$ cat src/rtl/gng_pkg.sv
// Shared definitions for the Gaussian noise generator sequencer: state codes,
// default watchdog limit and datapath sample width.
package gng_pkg;

  typedef enum logic [2:0] {
    IDLE    = 3'd0,
    RAND    = 3'd1,
    LOG_COS = 3'd2,
    SQRT    = 3'd3,
    MULT    = 3'd4,
    HOLD    = 3'd5,
    ERR     = 3'd6
  } gng_state_t;

  localparam int DEFAULT_TIMEOUT = 255;
  localparam int SAMPLE_W        = 16;

  // States that wait on an external unit and therefore can hang.
  function automatic logic is_watched(input gng_state_t s);
    return s inside {RAND, LOG_COS, SQRT, MULT};
  endfunction

endpackage

$ cat src/rtl/gng_watchdog.sv
// Per-stage watchdog: counts cycles spent in a watched stage and flags the
// cycle on which the stage has used its last allowed cycle.
module gng_watchdog #(
  parameter int TIMEOUT_CYCLES = 255
) (
  input  logic clk,
  input  logic reset,
  input  logic reload,
  input  logic run,
  output logic trip
);

  localparam int CW = $clog2(TIMEOUT_CYCLES);
  localparam logic [CW-1:0] LAST = CW'(TIMEOUT_CYCLES - 1);

  logic [CW-1:0] count;

  always_ff @(posedge clk) begin
    if (reset || reload) begin
      count <= '0;
    end else if (run && (count != LAST)) begin
      count <= count + CW'(1);
    end
  end

  assign trip = run && (count == LAST);

endmodule

$ cat src/rtl/gng_sequencer.sv
// Top-level controller for the noise datapath: walks RAND -> LOG_COS -> SQRT
// -> MULT -> HOLD with start/done handshakes and a watchdog on each unit stage.
module gng_sequencer
  import gng_pkg::*;
#(
  parameter int TIMEOUT_CYCLES = DEFAULT_TIMEOUT,
  parameter int CNT_W          = 16
) (
  input  logic             clk,
  input  logic             reset,
  input  logic             enable,
  output logic             rand_gen,
  input  logic             valid_u0,
  input  logic             valid_u1,
  output logic             log_start,
  output logic             cos_start,
  input  logic             log_done,
  input  logic             cos_done,
  output logic             sqrt_start,
  input  logic             sqrt_done,
  output logic             mult_start,
  input  logic             mult_done,
  output logic             sample_valid,
  input  logic             sample_ready,
  output logic             timeout_err,
  output logic [2:0]       err_state,
  input  logic             clear_err,
  output logic [CNT_W-1:0] sample_cnt,
  output logic [2:0]       state_o
);

  // Downstream handshake: a pair transfers on any cycle where sample_valid
  // and sample_ready are both high; sample_valid never drops before that.

  gng_state_t state;
  gng_state_t next_state;

  logic u0_seen, u1_seen, log_seen, cos_seen, sqrt_seen;
  logic u0_hit, u1_hit, log_hit, cos_hit, sqrt_hit;
  logic rand_exit, sqrt_exit;
  logic entering;
  logic watched;
  logic trip;

  logic rand_gen_nxt, log_start_nxt, cos_start_nxt;
  logic sqrt_start_nxt, mult_start_nxt, sample_valid_nxt;

  // A done seen this cycle counts just like one latched earlier.
  assign u0_hit   = u0_seen   | valid_u0;
  assign u1_hit   = u1_seen   | valid_u1;
  assign log_hit  = log_seen  | log_done;
  assign cos_hit  = cos_seen  | cos_done;
  assign sqrt_hit = sqrt_seen | sqrt_done;

  assign rand_exit = u0_hit & u1_hit;
  assign sqrt_exit = sqrt_hit & cos_hit;

  assign watched  = is_watched(state);
  assign entering = (next_state != state);

  gng_watchdog #(
    .TIMEOUT_CYCLES(TIMEOUT_CYCLES)
  ) u_watchdog (
    .clk   (clk),
    .reset (reset),
    .reload(entering),
    .run   (watched),
    .trip  (trip)
  );

  always_ff @(posedge clk) begin
    if (reset) begin
      state <= IDLE;
    end else begin
      state <= next_state;
    end
  end

  // Exit conditions are tested before the trip so a late done still wins.
  always_comb begin
    next_state = state;
    case (state)
      IDLE:    if (enable && !timeout_err) next_state = RAND;
      RAND: begin
        if (rand_exit)   next_state = LOG_COS;
        else if (trip)   next_state = ERR;
      end
      LOG_COS: begin
        if (log_hit)     next_state = SQRT;
        else if (trip)   next_state = ERR;
      end
      SQRT: begin
        if (sqrt_exit)   next_state = MULT;
        else if (trip)   next_state = ERR;
      end
      MULT: begin
        if (mult_done)   next_state = HOLD;
        else if (trip)   next_state = ERR;
      end
      HOLD:    if (sample_ready) next_state = enable ? RAND : IDLE;
      ERR:     if (clear_err)    next_state = IDLE;
      default: next_state = IDLE;
    endcase
  end

  always_comb begin
    rand_gen_nxt     = (next_state == RAND);
    log_start_nxt    = (next_state == LOG_COS) && entering;
    cos_start_nxt    = (next_state == LOG_COS) && entering;
    sqrt_start_nxt   = (next_state == SQRT)    && entering;
    mult_start_nxt   = (next_state == MULT)    && entering;
    sample_valid_nxt = (next_state == HOLD);
  end

  // cos_seen alone survives LOG_COS -> SQRT: cosine may outlast the log unit.
  always_ff @(posedge clk) begin
    if (reset) begin
      u0_seen   <= 1'b0;
      u1_seen   <= 1'b0;
      log_seen  <= 1'b0;
      cos_seen  <= 1'b0;
      sqrt_seen <= 1'b0;
    end else if (entering) begin
      u0_seen   <= 1'b0;
      u1_seen   <= 1'b0;
      log_seen  <= 1'b0;
      cos_seen  <= (state == LOG_COS) && (next_state == SQRT) && cos_hit;
      sqrt_seen <= 1'b0;
    end else begin
      if (state == RAND) begin
        u0_seen <= u0_hit;
        u1_seen <= u1_hit;
      end
      if (state == LOG_COS) begin
        log_seen <= log_hit;
        cos_seen <= cos_hit;
      end
      if (state == SQRT) begin
        sqrt_seen <= sqrt_hit;
        cos_seen  <= cos_hit;
      end
    end
  end

  always_ff @(posedge clk) begin
    if (reset) begin
      rand_gen     <= 1'b0;
      log_start    <= 1'b0;
      cos_start    <= 1'b0;
      sqrt_start   <= 1'b0;
      mult_start   <= 1'b0;
      sample_valid <= 1'b0;
      sample_cnt   <= '0;
      timeout_err  <= 1'b0;
      err_state    <= 3'd0;
    end else begin
      rand_gen     <= rand_gen_nxt;
      log_start    <= log_start_nxt;
      cos_start    <= cos_start_nxt;
      sqrt_start   <= sqrt_start_nxt;
      mult_start   <= mult_start_nxt;
      sample_valid <= sample_valid_nxt;
      if ((state == HOLD) && sample_ready) begin
        sample_cnt <= sample_cnt + CNT_W'(1);
      end
      if ((next_state == ERR) && (state != ERR)) begin
        timeout_err <= 1'b1;
        err_state   <= state;
      end else if ((state == ERR) && (next_state == IDLE)) begin
        timeout_err <= 1'b0;
      end
    end
  end

  assign state_o = state;

endmodule

$ cat config.mk
export PLATFORM = sky130hd
export DESIGN_NAME = gng_sequencer
export DESIGN_NICKNAME = d
export VERILOG_FILES = /design/src/rtl/gng_pkg.sv /design/src/rtl/gng_watchdog.sv /design/src/rtl/gng_sequencer.sv
export SDC_FILE = /design/constraint.sdc
export NUM_CORES = 1
export LEC_CHECK = 0
export CAP_MARGIN = 0
export CELL_PAD_IN_SITES_DETAIL_PLACEMENT = 2
export CELL_PAD_IN_SITES_GLOBAL_PLACEMENT = 2
export CORE_MARGIN = 5
export CORE_UTILIZATION = 34
export DETAILED_ROUTE_END_ITERATION = 12
export PLACE_DENSITY_LB_ADDON = 0.1
export SLEW_MARGIN = 20
export SYNTH_ARGS = -nofsm -noshare
export SYNTH_HDL_FRONTEND = slang
export SYNTH_SLANG_ARGS = --single-unit
$ cat constraint.sdc
create_clock -name clk -period 6 [get_ports clk]
set_input_delay 0.6 -clock clk [delete_from_list [all_inputs] [get_ports clk]]
set_output_delay 0.6 -clock clk [all_outputs]
set_load 0.02 [all_outputs]
==> flow_metrics.py, run 1 <==
metrics = {
    "detailed_routing": {
        "wire_per_inst_um": 17.7,
        "first_pass_iters": 4,
        "wirelength_um": 6140,
        "first_iter_violations": 68,
        "drtAntennaViolNets": 0,
        "drc": 0,
        "vias_per_cell": 5.41,
        "vias": 1877,
    },
    "clock_tree": {
        "cts_resized": 0,
        "cts_buffer_depth": 2,
        "cts.clk_slew.worst_paths_ns": 0.09,
        "cts_tree": "built",
        "htree_levels": 2,
        "cts_hold_buf": 0,
        "clk-insertion-delay-late_ns": 0.29,
        "numCtsBuffers": 5,
        "clock-sinks": 41,
        "post_cts_buffers": 0,
        "root_buffer": "clkbuf_8",
    },
    "timing": {
        "setup-tns-final_ns": 0,
        "finalSetupViolations": 0,
        "rsz0062_at_grt": "no",
        "setup_ws_ns": 3.52,
        "period_minus_slack_ns": 2.48,
        "hold_viol_final": 0,
        "slew_headroom_pct": 47.1,
        "period_share_pct": 41.4,
        "worstMarginPinSlew_ns": 0.792,
        "fin_skew_ns": 0.00804,
        "fmax_mhz": 403,
        "drv_slew": 0,
    },
    "critical_path": {
        "arrival_ns": 1.88,
        "path_cells": "clkdlybuf4s50_1",
        "critPathTopFamily": "flip-flops",
        "cp-end-kind": "output port",
        "crit_type": "flip-flop to output port",
        "cpPeakStageDelay_ns": 0.85,
        "crit_path_start_kind": "flip-flop",
        "crit_slowest_cell": "dfxtp_1",
        "required_ns": 5.40,
        "cp_max_fo": 21,
        "crit_buf_inv": 1,
    },
    "floorplan": {
        "die_x_um": 89.8,
        "dieArea_um2": 8070,
        "ios": 40,
        "rows": 29,
        "fp.dieH_um": 89.8,
        "coreArea_um2": 6280,
        "start_util_pct": 34.5,
    },
    "finish": {
        "multiInputGateArea_um2": 1220,
        "area_growth_pct": 23.8,
        "nets": 283,
        "drive_gt1_share_pct": 11.5,
        "fin_util_pct": 42.7,
        "stdcell_area_um2": 2680,
        "regArea_um2": 821,
        "antenna_cells": 0,
        "nFillCells": 703,
    },
    "grt": {
        "antenna_found_initial": 0,
        "grt_pass1_wl_um": 10400,
        "overflow": 0,
        "grt_use_total_pct": 15.5,
        "grt_pass1_vias": 2030,
        "grt_max_degree": 41,
    },
    "synth": {
        "syn-cell-area_um2": 2170,
        "synth_ff_type": "dfxtp_1",
        "synth_nets": 249,
        "yosysTopAreaCell": "dfxtp_1",
        "synth-seq-area-share_pct": 37.9,
        "synth.top_cell.area_share_pct": 37.9,
        "synth-edff-count": 0,
        "synth-warning-count": 0,
        "yosysMostFrequentCell": "dfxtp_1",
        "synthTopCellsByArea": "dfxtp_1 (38%), nor3_2 (4.6%), xor2_1 (4.0%)",
        "syn_area_per_cell_um2": 9.22,
        "ys_types": 58,
        "synth_seq_cells": 41,
        "netlist_instances": 235,
        "synth-async-reset-ratio_pct": 0,
        "synth_top_cells_by_count": "dfxtp_1 (41), nor2_1 (20), nand2_1 (11)",
    },
    "pwr": {
        "report.power.total_w": 0.000584,
        "p_int_w": 0.000430,
        "clockPowerShare_pct": 39.0,
        "ir_worst_vdd_mv": 0.103,
        "p_comb_share_pct": 12.0,
        "switchingPower_w": 0.000154,
        "power_density_nw_per_um2": 218,
        "sequentialPowerShare_pct": 49.0,
        "p_sw_share_pct": 26.3,
        "leakage_nw": 0.907,
    },
    "placed_design": {
        "dpl_cell_area_um2": 2570,
        "place_congestion": 0.752,
        "io_buffers": 39,
        "preCtsSetupSlack_ns": 3.33,
        "dpl.hpwl_um": 4470,
    },
    "worst_hold_path": {
        "hold_path.class": "flip-flop to flip-flop",
    },
    "status": {
        "status": "complete, no violations",
    },
    "run": {
        "maxCapViolCount": 0,
    },
}
[tightest hold or removal path: cells and delay by family, from the launching register on]
family         cells  cell delay (ns)
AO/OA/AOI/OAI      2             0.13
flip-flops         1             0.32
[area by class of cell]
cell class,count,share of cell area [%]
inverter,9,1.26
sequential,41,30.6
timing repair buffer,40,14.8
clock buffer,6,2.71
clock inverter,2,1.45
multi-input combinational,172,45.6
tap,77,3.59
[power by group through the flow]
stage / clock [W] / combinational [W] / sequential, W
after floorplan: 0 / 0.0000524 / 0.000289
after global placement: 0 / 0.0000690 / 0.000292
after detailed placement: 0 / 0.0000707 / 0.000293
after CTS: 0.000237 / 0.0000714 / 0.000286
after global routing: 0.000249 / 0.0000764 / 0.000288
final: 0.000228 / 0.0000703 / 0.000286
[path summary, 6_finish.rpt]
kind | start | end | slack, ns | depth (start not counted)
max | state_o[2]$_SDFF_PP0_ | state_o[2] | 3.52 | 1
min | sample_cnt[15]$_SDFFE_PP0P_ | sample_cnt[15]$_SDFFE_PP0P_ | 0.50 | 2
max reg2reg | state_o[1]$_SDFF_PP0_ | u_watchdog.count[1]$_SDFFE_PP0P_ | 3.54 | 5
min reg2reg | sample_cnt[15]$_SDFFE_PP0P_ | sample_cnt[15]$_SDFFE_PP0P_ | 0.50 | 2
[state kept, by name, summed over array words and instances, names as in the netlist, 3 cells and up]
register / cells
err_state: 3
sample_cnt: 16
state_o: 3
u_watchdog.count: 8
[cells by family (layout without fill, tap and decap cells)]
logic type,after synthesis,in the layout,share of synthesized area [%]
AOI/OAI and AO/OA,43,43,15.9
muxes,2,2,1.15
xor gates and xnor gates,19,19,7.68
buffers and inverters,22,57,5.72
and+or+nand+nor,105,105,30.0
adders and majority gates,3,3,1.73
DFF,41,41,37.9
[through the flow]
step,hold slack [ns],instances
after floorplan,0.468,235
after global placement,0.482,339
after detailed placement,0.487,339
after CTS,0.508,347
after global routing,0.535,347
final,0.500,347
[layout by cell type, fill, tap and decap left out, types with 3 or more instances in the layout]
| master | count |
|---|---|
| nand2_1 | 11 |
| xnor2_1 | 9 |
| clkdlybuf4s50_1 | 39 |
| o21ai_0 | 7 |
| a21oi_1 | 10 |
| inv_1 | 9 |
| nand4_1 | 8 |
| a31oi_1 | 3 |
| nor3_2 | 10 |
| and2_1 | 3 |
| and4_1 | 3 |
| nor3_1 | 6 |
| nor4_1 | 6 |
| clkbuf_8 | 5 |
| ha_1 | 3 |
| nor2_1 | 20 |
| and3b_1 | 4 |
| nand3_1 | 10 |
| dfxtp_1 | 41 |
| or3_1 | 6 |
| xor2_1 | 10 |
[per-layer routing]
metal | wire, um | vias up | global-route usage (%)
met1 | 3100 | 924 | 21.7
met5 | 0 | - | 0
met2 | 2820 | 23 | 24.1
met4 | 65 | 0 | 4.16
li1 | - | 923 | -
met3 | 156 | 7 | 3.17
(Power assumes the default switching activity.)
==> run 2, diff against run 1 <==
- CORE_UTILIZATION: 34 -> 28
- clock period: 6 -> 2.25 ns (I/O delays scaled with it)
==> run 2 against run 1 <==
Compared with the run above:
- worst setup slack worse by 3.4 ns
- sequential cell count unchanged
- critical endpoint is now u_watchdog.count[1]$_SDFFE_PP0P_
- clock skew down 0.00081 ns
- clock power rose to 2.6 times the previous value
- sequential share of layout area down 2.0 points
- count of clock-buffer cells in the layout unchanged
- die area up 19%
- core utilization down 5.1 points
- wire length up 2.8%
- first-iteration DRC count down 25%
==> flow_metrics.py, run 2 (synthesized netlist as in run 1, its figures left out) <==
metrics = {
    "status": {
        "status": "complete, no violations",
    },
    "critical_path": {
        "crit_slowest_cell": "or3_4",
        "cp_max_fo": 14,
        "cp-end-kind": "flip-flop",
        "crit_path_start_kind": "flip-flop",
        "crit_buf_inv": 1,
        "cpPeakStageDelay_ns": 0.51,
        "required_ns": 2.44,
        "critPathTopFamily": "simple AND/OR/NAND/NOR gates",
        "arrival_ns": 2.28,
        "crit_type": "flip-flop to flip-flop",
        "path_cells": "buf_4 > and2b_1 > a31oi_1 > mux2_4 > or3_4 > a2111oi_2",
    },
    "floorplan": {
        "dieArea_um2": 9600,
        "rows": 32,
        "start_util_pct": 28.3,
        "coreArea_um2": 7650,
        "die_x_um": 98.0,
        "fp.dieH_um": 98.0,
        "ios": 40,
    },
    "clock_tree": {
        "root_buffer": "clkbuf_8",
        "htree_levels": 2,
        "clk-insertion-delay-late_ns": 0.29,
        "cts_buffer_depth": 2,
        "numCtsBuffers": 5,
        "cts_tree": "built",
        "cts_hold_buf": 0,
        "cts.clk_slew.worst_paths_ns": 0.09,
        "clock-sinks": 41,
    },
    "detailed_routing": {
        "first_iter_violations": 51,
        "drtAntennaViolNets": 0,
        "wire_per_inst_um": 16.1,
        "wirelength_um": 6310,
        "drc": 0,
        "vias": 1930,
        "first_pass_iters": 4,
        "vias_per_cell": 4.92,
    },
    "timing": {
        "drv_slew": 0,
        "fin_skew_ns": 0.00723,
        "rsz0062_at_grt": "no",
        "fmax_mhz": 478,
        "period_share_pct": 92.9,
        "slew_headroom_pct": 64.5,
        "finalSetupViolations": 0,
        "worstMarginPinSlew_ns": 0.529,
        "period_minus_slack_ns": 2.09,
        "setup-tns-final_ns": 0,
        "hold_viol_final": 0,
    },
    "finish": {
        "nFillCells": 859,
        "top_regs": "sample_cnt (16), u_watchdog.count (8)",
        "final_cell_mix": "dfxtp_1 (39), clkdlybuf4s50_1 (39), nor2_1 (20), buf_4 (20), nand2_1 (11)",
        "largest_register_ff_count": 16,
        "nets": 303,
        "drive_gt1_share_pct": 18.3,
        "top_register": "sample_cnt",
        "antenna_cells": 0,
        "area_growth_pct": 32.9,
    },
    "worst_hold_path": {
        "hold_path.class": "flip-flop to flip-flop",
    },
    "grt": {
        "grt_pass1_vias": 2116,
        "overflow": 0,
        "antenna_found_initial": 0,
        "grt_max_degree": 31,
        "grt_use_total_pct": 13.6,
        "grt_pass1_wl_um": 10800,
    },
    "pwr": {
        "power_density_nw_per_um2": 549,
        "leakage_nw": 1.01,
        "report.power.total_w": 0.00158,
        "ir_worst_vdd_mv": 0.239,
    },
    "placed_design": {
        "dpl.hpwl_um": 4870,
        "io_buffers": 39,
        "place_congestion": 0.792,
    },
    "run": {
        "maxCapViolCount": 0,
    },
}
-- run 2: routing by layer --
metal / vias up / global-route usage (%) / share of wire (%)
met3: 4 / 3.14 / 2.2
met1: 935 / 19.0 / 51
li1: 968 / - / -
met4: 0 / 2.24 / 0.54
met5: - / 0 / 0
met2: 23 / 21.7 / 46
-- run 2: area by class of cell --
class | instances | area, um2 | share of cell area [%]
Sequential cell | 41 | 823 | 28.6
Clock inverter | 2 | 38.8 | 1.35
Tap cell | 102 | 128 | 4.43
Timing Repair Buffer | 60 | 561 | 19.5
Multi-Input combinational cell | 172 | 1220 | 42.5
Inverter | 9 | 33.8 | 1.17
Clock buffer | 6 | 72.6 | 2.52
-- run 2: what timing repair did --
item / in CTS / in global routing
gates resized for setup: 0 / 2
setup buffers: 0 / 0
endpoints found under the setup margin: 0 / 3
-- run 2: worst reg2reg max path, delay by kind of cell, from the launching register on --
family	cells	cell delay, ns
AO/OA/AOI/OAI	2	0.34
buffers and inverters	1	0.19
flip-flops	1	0.40
multiplexers	1	0.27
AND/OR/NAND/NOR	2	0.79
-- run 2: power by group --
group / leakage (nW) / internal (W) / switching (W)
combinational: 0.627 / 0.0000997 / 0.000126
sequential: 0.332 / 0.000738 / 0.0000150
clock: 0.0554 / 0.000334 / 0.000270
-- run 2: path summary, 6_finish.rpt --
check	startpoint	to	slack, ns	depth (start not counted)
setup / recovery	state_o[0]$_SDFF_PP0_	u_watchdog.count[1]$_SDFFE_PP0P_	0.16	6
hold / removal	err_state[2]$_SDFFE_PP0P_	err_state[2]$_SDFFE_PP0P_	0.48	2
setup reg to reg	state_o[0]$_SDFF_PP0_	u_watchdog.count[1]$_SDFFE_PP0P_	0.16	6
hold reg to reg	err_state[2]$_SDFFE_PP0P_	err_state[2]$_SDFFE_PP0P_	0.48	2
-- run 2: through the flow --
step | cells | hold WS [ns] | utilization [%] | setup WS (ns) | cell area [um2]
finish | 392 | 0.481 | 37.6 | 0.159 | 2880
global route | 392 | 0.500 | 37.6 | 0.0278 | 2880
CTS | 392 | 0.488 | 37.6 | 0.0193 | 2880
detailed placement | 384 | 0.470 | 36.2 | 0.0306 | 2770
global placement | 384 | 0.467 | 36.2 | 0.0693 | 2770
floorplan | 235 | 0.396 | - | 0.202 | 2170
==> run 3, diff against run 2 <==
- ABC_AREA: not set -> 1
- CELL_PAD_IN_SITES_DETAIL_PLACEMENT: 2 -> not set
- CELL_PAD_IN_SITES_GLOBAL_PLACEMENT: 2 -> not set
- CORE_UTILIZATION: 28 -> 47
- PLACE_DENSITY: not set -> 0.76
- PLACE_DENSITY_LB_ADDON: 0.1 -> not set
- TNS_END_PERCENT: not set -> 10
==> run 3 against run 2 <==
Compared with the run above:
- total power down 11%
- final area down 5.7%
- die area down 36%
- first-iteration DRC count rose to 3.0 times the previous value
- worst setup slack better by 0.12 ns
- critical endpoint is now u_watchdog.count[0]$_SDFFE_PP0P_
- clock power down 16%
==> flow_metrics.py, run 3 <==
metrics = {
    "run": {
        "maxCapViolCount": 0,
    },
    "synth": {
        "synth_nets": 301,
        "synthTopCellsByArea": "dfxtp_1 (37%), nand2_1 (8.4%), inv_1 (7.2%)",
        "yosysMostFrequentCell": "nand2_1",
        "yosysTopAreaCell": "dfxtp_1",
        "synth_seq_cells": 41,
        "synth-seq-area-share_pct": 37.4,
        "synth_ff_type": "dfxtp_1",
        "synth_top_cells_by_count": "nand2_1 (49), inv_1 (42), dfxtp_1 (41)",
        "syn_area_per_cell_um2": 7.64,
        "synth-async-reset-ratio_pct": 0,
        "synth-edff-count": 0,
        "synth-warning-count": 0,
        "synth.top_cell.area_share_pct": 37.4,
        "syn-cell-area_um2": 2190,
        "ys_types": 36,
        "netlist_instances": 287,
    },
    "grt": {
        "grt_pass1_wl_um": 7650,
        "antenna_found_initial": 0,
        "grt_pass1_vias": 1753,
        "overflow": 0,
        "grt_max_degree": 16,
        "grt_use_total_pct": 15.4,
    },
    "timing": {
        "period_minus_slack_ns": 1.97,
        "setup-tns-final_ns": 0,
        "rsz0062_at_grt": "no",
        "worstMarginPinSlew_ns": 0.438,
        "drv_slew": 0,
        "slew_headroom_pct": 70.8,
        "fmax_mhz": 507,
        "hold_viol_final": 0,
        "setup_ws_ns": 0.278,
        "fin_skew_ns": 0.00966,
        "period_share_pct": 87.7,
        "finalSetupViolations": 0,
    },
    "finish": {
        "nFillCells": 404,
        "regArea_um2": 823,
        "top_register": "sample_cnt",
        "final_common_cell": "nand2_1",
        "antenna_cells": 0,
        "final_cell_mix": "nand2_1 (49), inv_1 (42), dfxtp_1 (39), clkdlybuf4s50_1 (39), nand3_1 (22)",
        "top_regs": "sample_cnt (16), u_watchdog.count (8)",
        "area_growth_pct": 23.8,
        "multiInputGateArea_um2": 1130,
        "largest_register_ff_count": 16,
        "final_cells": 383,
        "drive_gt1_share_pct": 19.6,
        "stdcell_area_um2": 2710,
        "nets": 344,
    },
    "floorplan": {
        "die_x_um": 78.3,
        "rows": 24,
        "fp.dieH_um": 78.3,
        "ios": 40,
        "coreArea_um2": 4440,
        "dieArea_um2": 6130,
        "start_util_pct": 49.3,
    },
    "clock_tree": {
        "clk-insertion-delay-late_ns": 0.30,
        "numCtsBuffers": 5,
        "clock-sinks": 41,
        "htree_levels": 2,
        "cts_tree": "built",
        "cts_buffer_depth": 2,
        "root_buffer": "clkbuf_8",
        "cts.clk_slew.worst_paths_ns": 0.09,
        "cts_hold_buf": 0,
    },
    "pwr": {
        "ir_worst_vdd_mv": 0.284,
        "power_density_nw_per_um2": 522,
        "leakage_nw": 1.06,
        "report.power.total_w": 0.00142,
    },
    "critical_path": {
        "path_cells": "buf_4 > nor2_4 > nand2_1 > nand2_1 > nor2_1 > inv_1 > o211ai_1 > inv_1 > nand2_2 > inv_2 > nand2_2 > nor3_1",
        "crit_type": "flip-flop to flip-flop",
        "required_ns": 2.43,
        "crit_slowest_cell": "dfxtp_2",
        "crit_path_start_kind": "flip-flop",
        "arrival_ns": 2.16,
        "cp-end-kind": "flip-flop",
        "cp_max_fo": 11,
        "cpPeakStageDelay_ns": 0.45,
    },
    "detailed_routing": {
        "vias": 1910,
        "drtAntennaViolNets": 0,
        "first_pass_iters": 4,
        "drc": 0,
        "vias_per_cell": 4.99,
        "wire_per_inst_um": 12.3,
        "wirelength_um": 4700,
        "first_iter_violations": 154,
    },
    "worst_hold_path": {
        "hold_path.class": "flip-flop to flip-flop",
    },
    "placed_design": {
        "place_congestion": 0.843,
        "io_buffers": 39,
        "dp.cells": 375,
        "preCtsSetupSlack_ns": 0.0822,
        "dpl.hpwl_um": 3590,
        "dpl_cell_area_um2": 2620,
    },
    "status": {
        "status": "complete, no violations",
    },
}
run 3: cell count changes in the layout (fill, tap and decap cells not counted), sizes merged, moves of 14 or more:
cell / before / now
a21oi: 10 / 24
nand3: 10 / 25
nand2: 11 / 61
nor2: 20 / 35
buf: 21 / 4
inv: 9 / 47
run 3: cell families (layout without fill, tap and decap cells):
logic type | count (synthesis) | in the layout | synth area share, %
buffers and inverters | 53 | 97 | 11.0
xor gates and xnor gates | 4 | 4 | 1.60
AOI/OAI and AO/OA | 42 | 42 | 11.8
adders and majority gates | 3 | 3 | 1.71
and+or+nand+nor | 144 | 144 | 36.5
DFF | 41 | 41 | 37.4
run 3: layout make-up:
class	count	area share, %
clock buffer	5	2.54
multi-input combinational	193	41.7
sequential	41	30.3
inverter	46	6.64
timing repair buffer	43	15.5
clock inverter	3	0.922
tap	52	2.40
run 3: report_power, final:
part           leakage [nW]  total (W)  internal, W  switching [W]
logic                 0.688   0.000164    0.0000640      0.0000997
registers             0.332   0.000745     0.000735      0.0000102
clock network        0.0447   0.000507     0.000224       0.000283
run 3: worst paths after layout:
kind	cells past startpoint	slack, ns	start	end
max	12	0.28	state_o[1]$_SDFF_PP0_	u_watchdog.count[0]$_SDFFE_PP0P_
min	2	0.47	err_state[0]$_SDFFE_PP0P_	err_state[0]$_SDFFE_PP0P_
max reg2reg	12	0.28	state_o[1]$_SDFF_PP0_	u_watchdog.count[0]$_SDFFE_PP0P_
min reg2reg	2	0.47	err_state[0]$_SDFFE_PP0P_	err_state[0]$_SDFFE_PP0P_
run 3: worst max-delay path, delay by kind of cell (launching register included):
| family | cells | cell delay, ns |
|---|---|---|
| AND/OR/NAND/NOR | 7 | 0.83 |
| flip-flops | 1 | 0.45 |
| AO/OA/AOI/OAI | 1 | 0.16 |
| buffers and inverters | 4 | 0.41 |
run 3: per-layer routing:
layer | vias to the layer above | global-route usage (%) | share of wire (%)
met5 | - | 0 | 0
met4 | 0 | 6.64 | 1.0
met3 | 5 | 3.89 | 5.5
met2 | 49 | 26.3 | 48
met1 | 855 | 18.4 | 45
li1 | 1001 | - | -
run 3: per-stage QoR:
step	hold slack, ns	utilization (%)
2_1_floorplan	0.295	-
3_3_place_gp	0.448	58.9
3_5_place_dp	0.457	58.9
4_1_cts	0.471	61.0
5_1_grt	0.501	61.1
6_report	0.471	61.1
run 3: repair_timing:
| action | in CTS | in global routing |
|---|---|---|
| setup buffers | 0 | 0 |
| resized for setup | 0 | 2 |
| setup endpoints to repair | 0 | 4 |
| hold endpoints to repair | 0 | 0 |
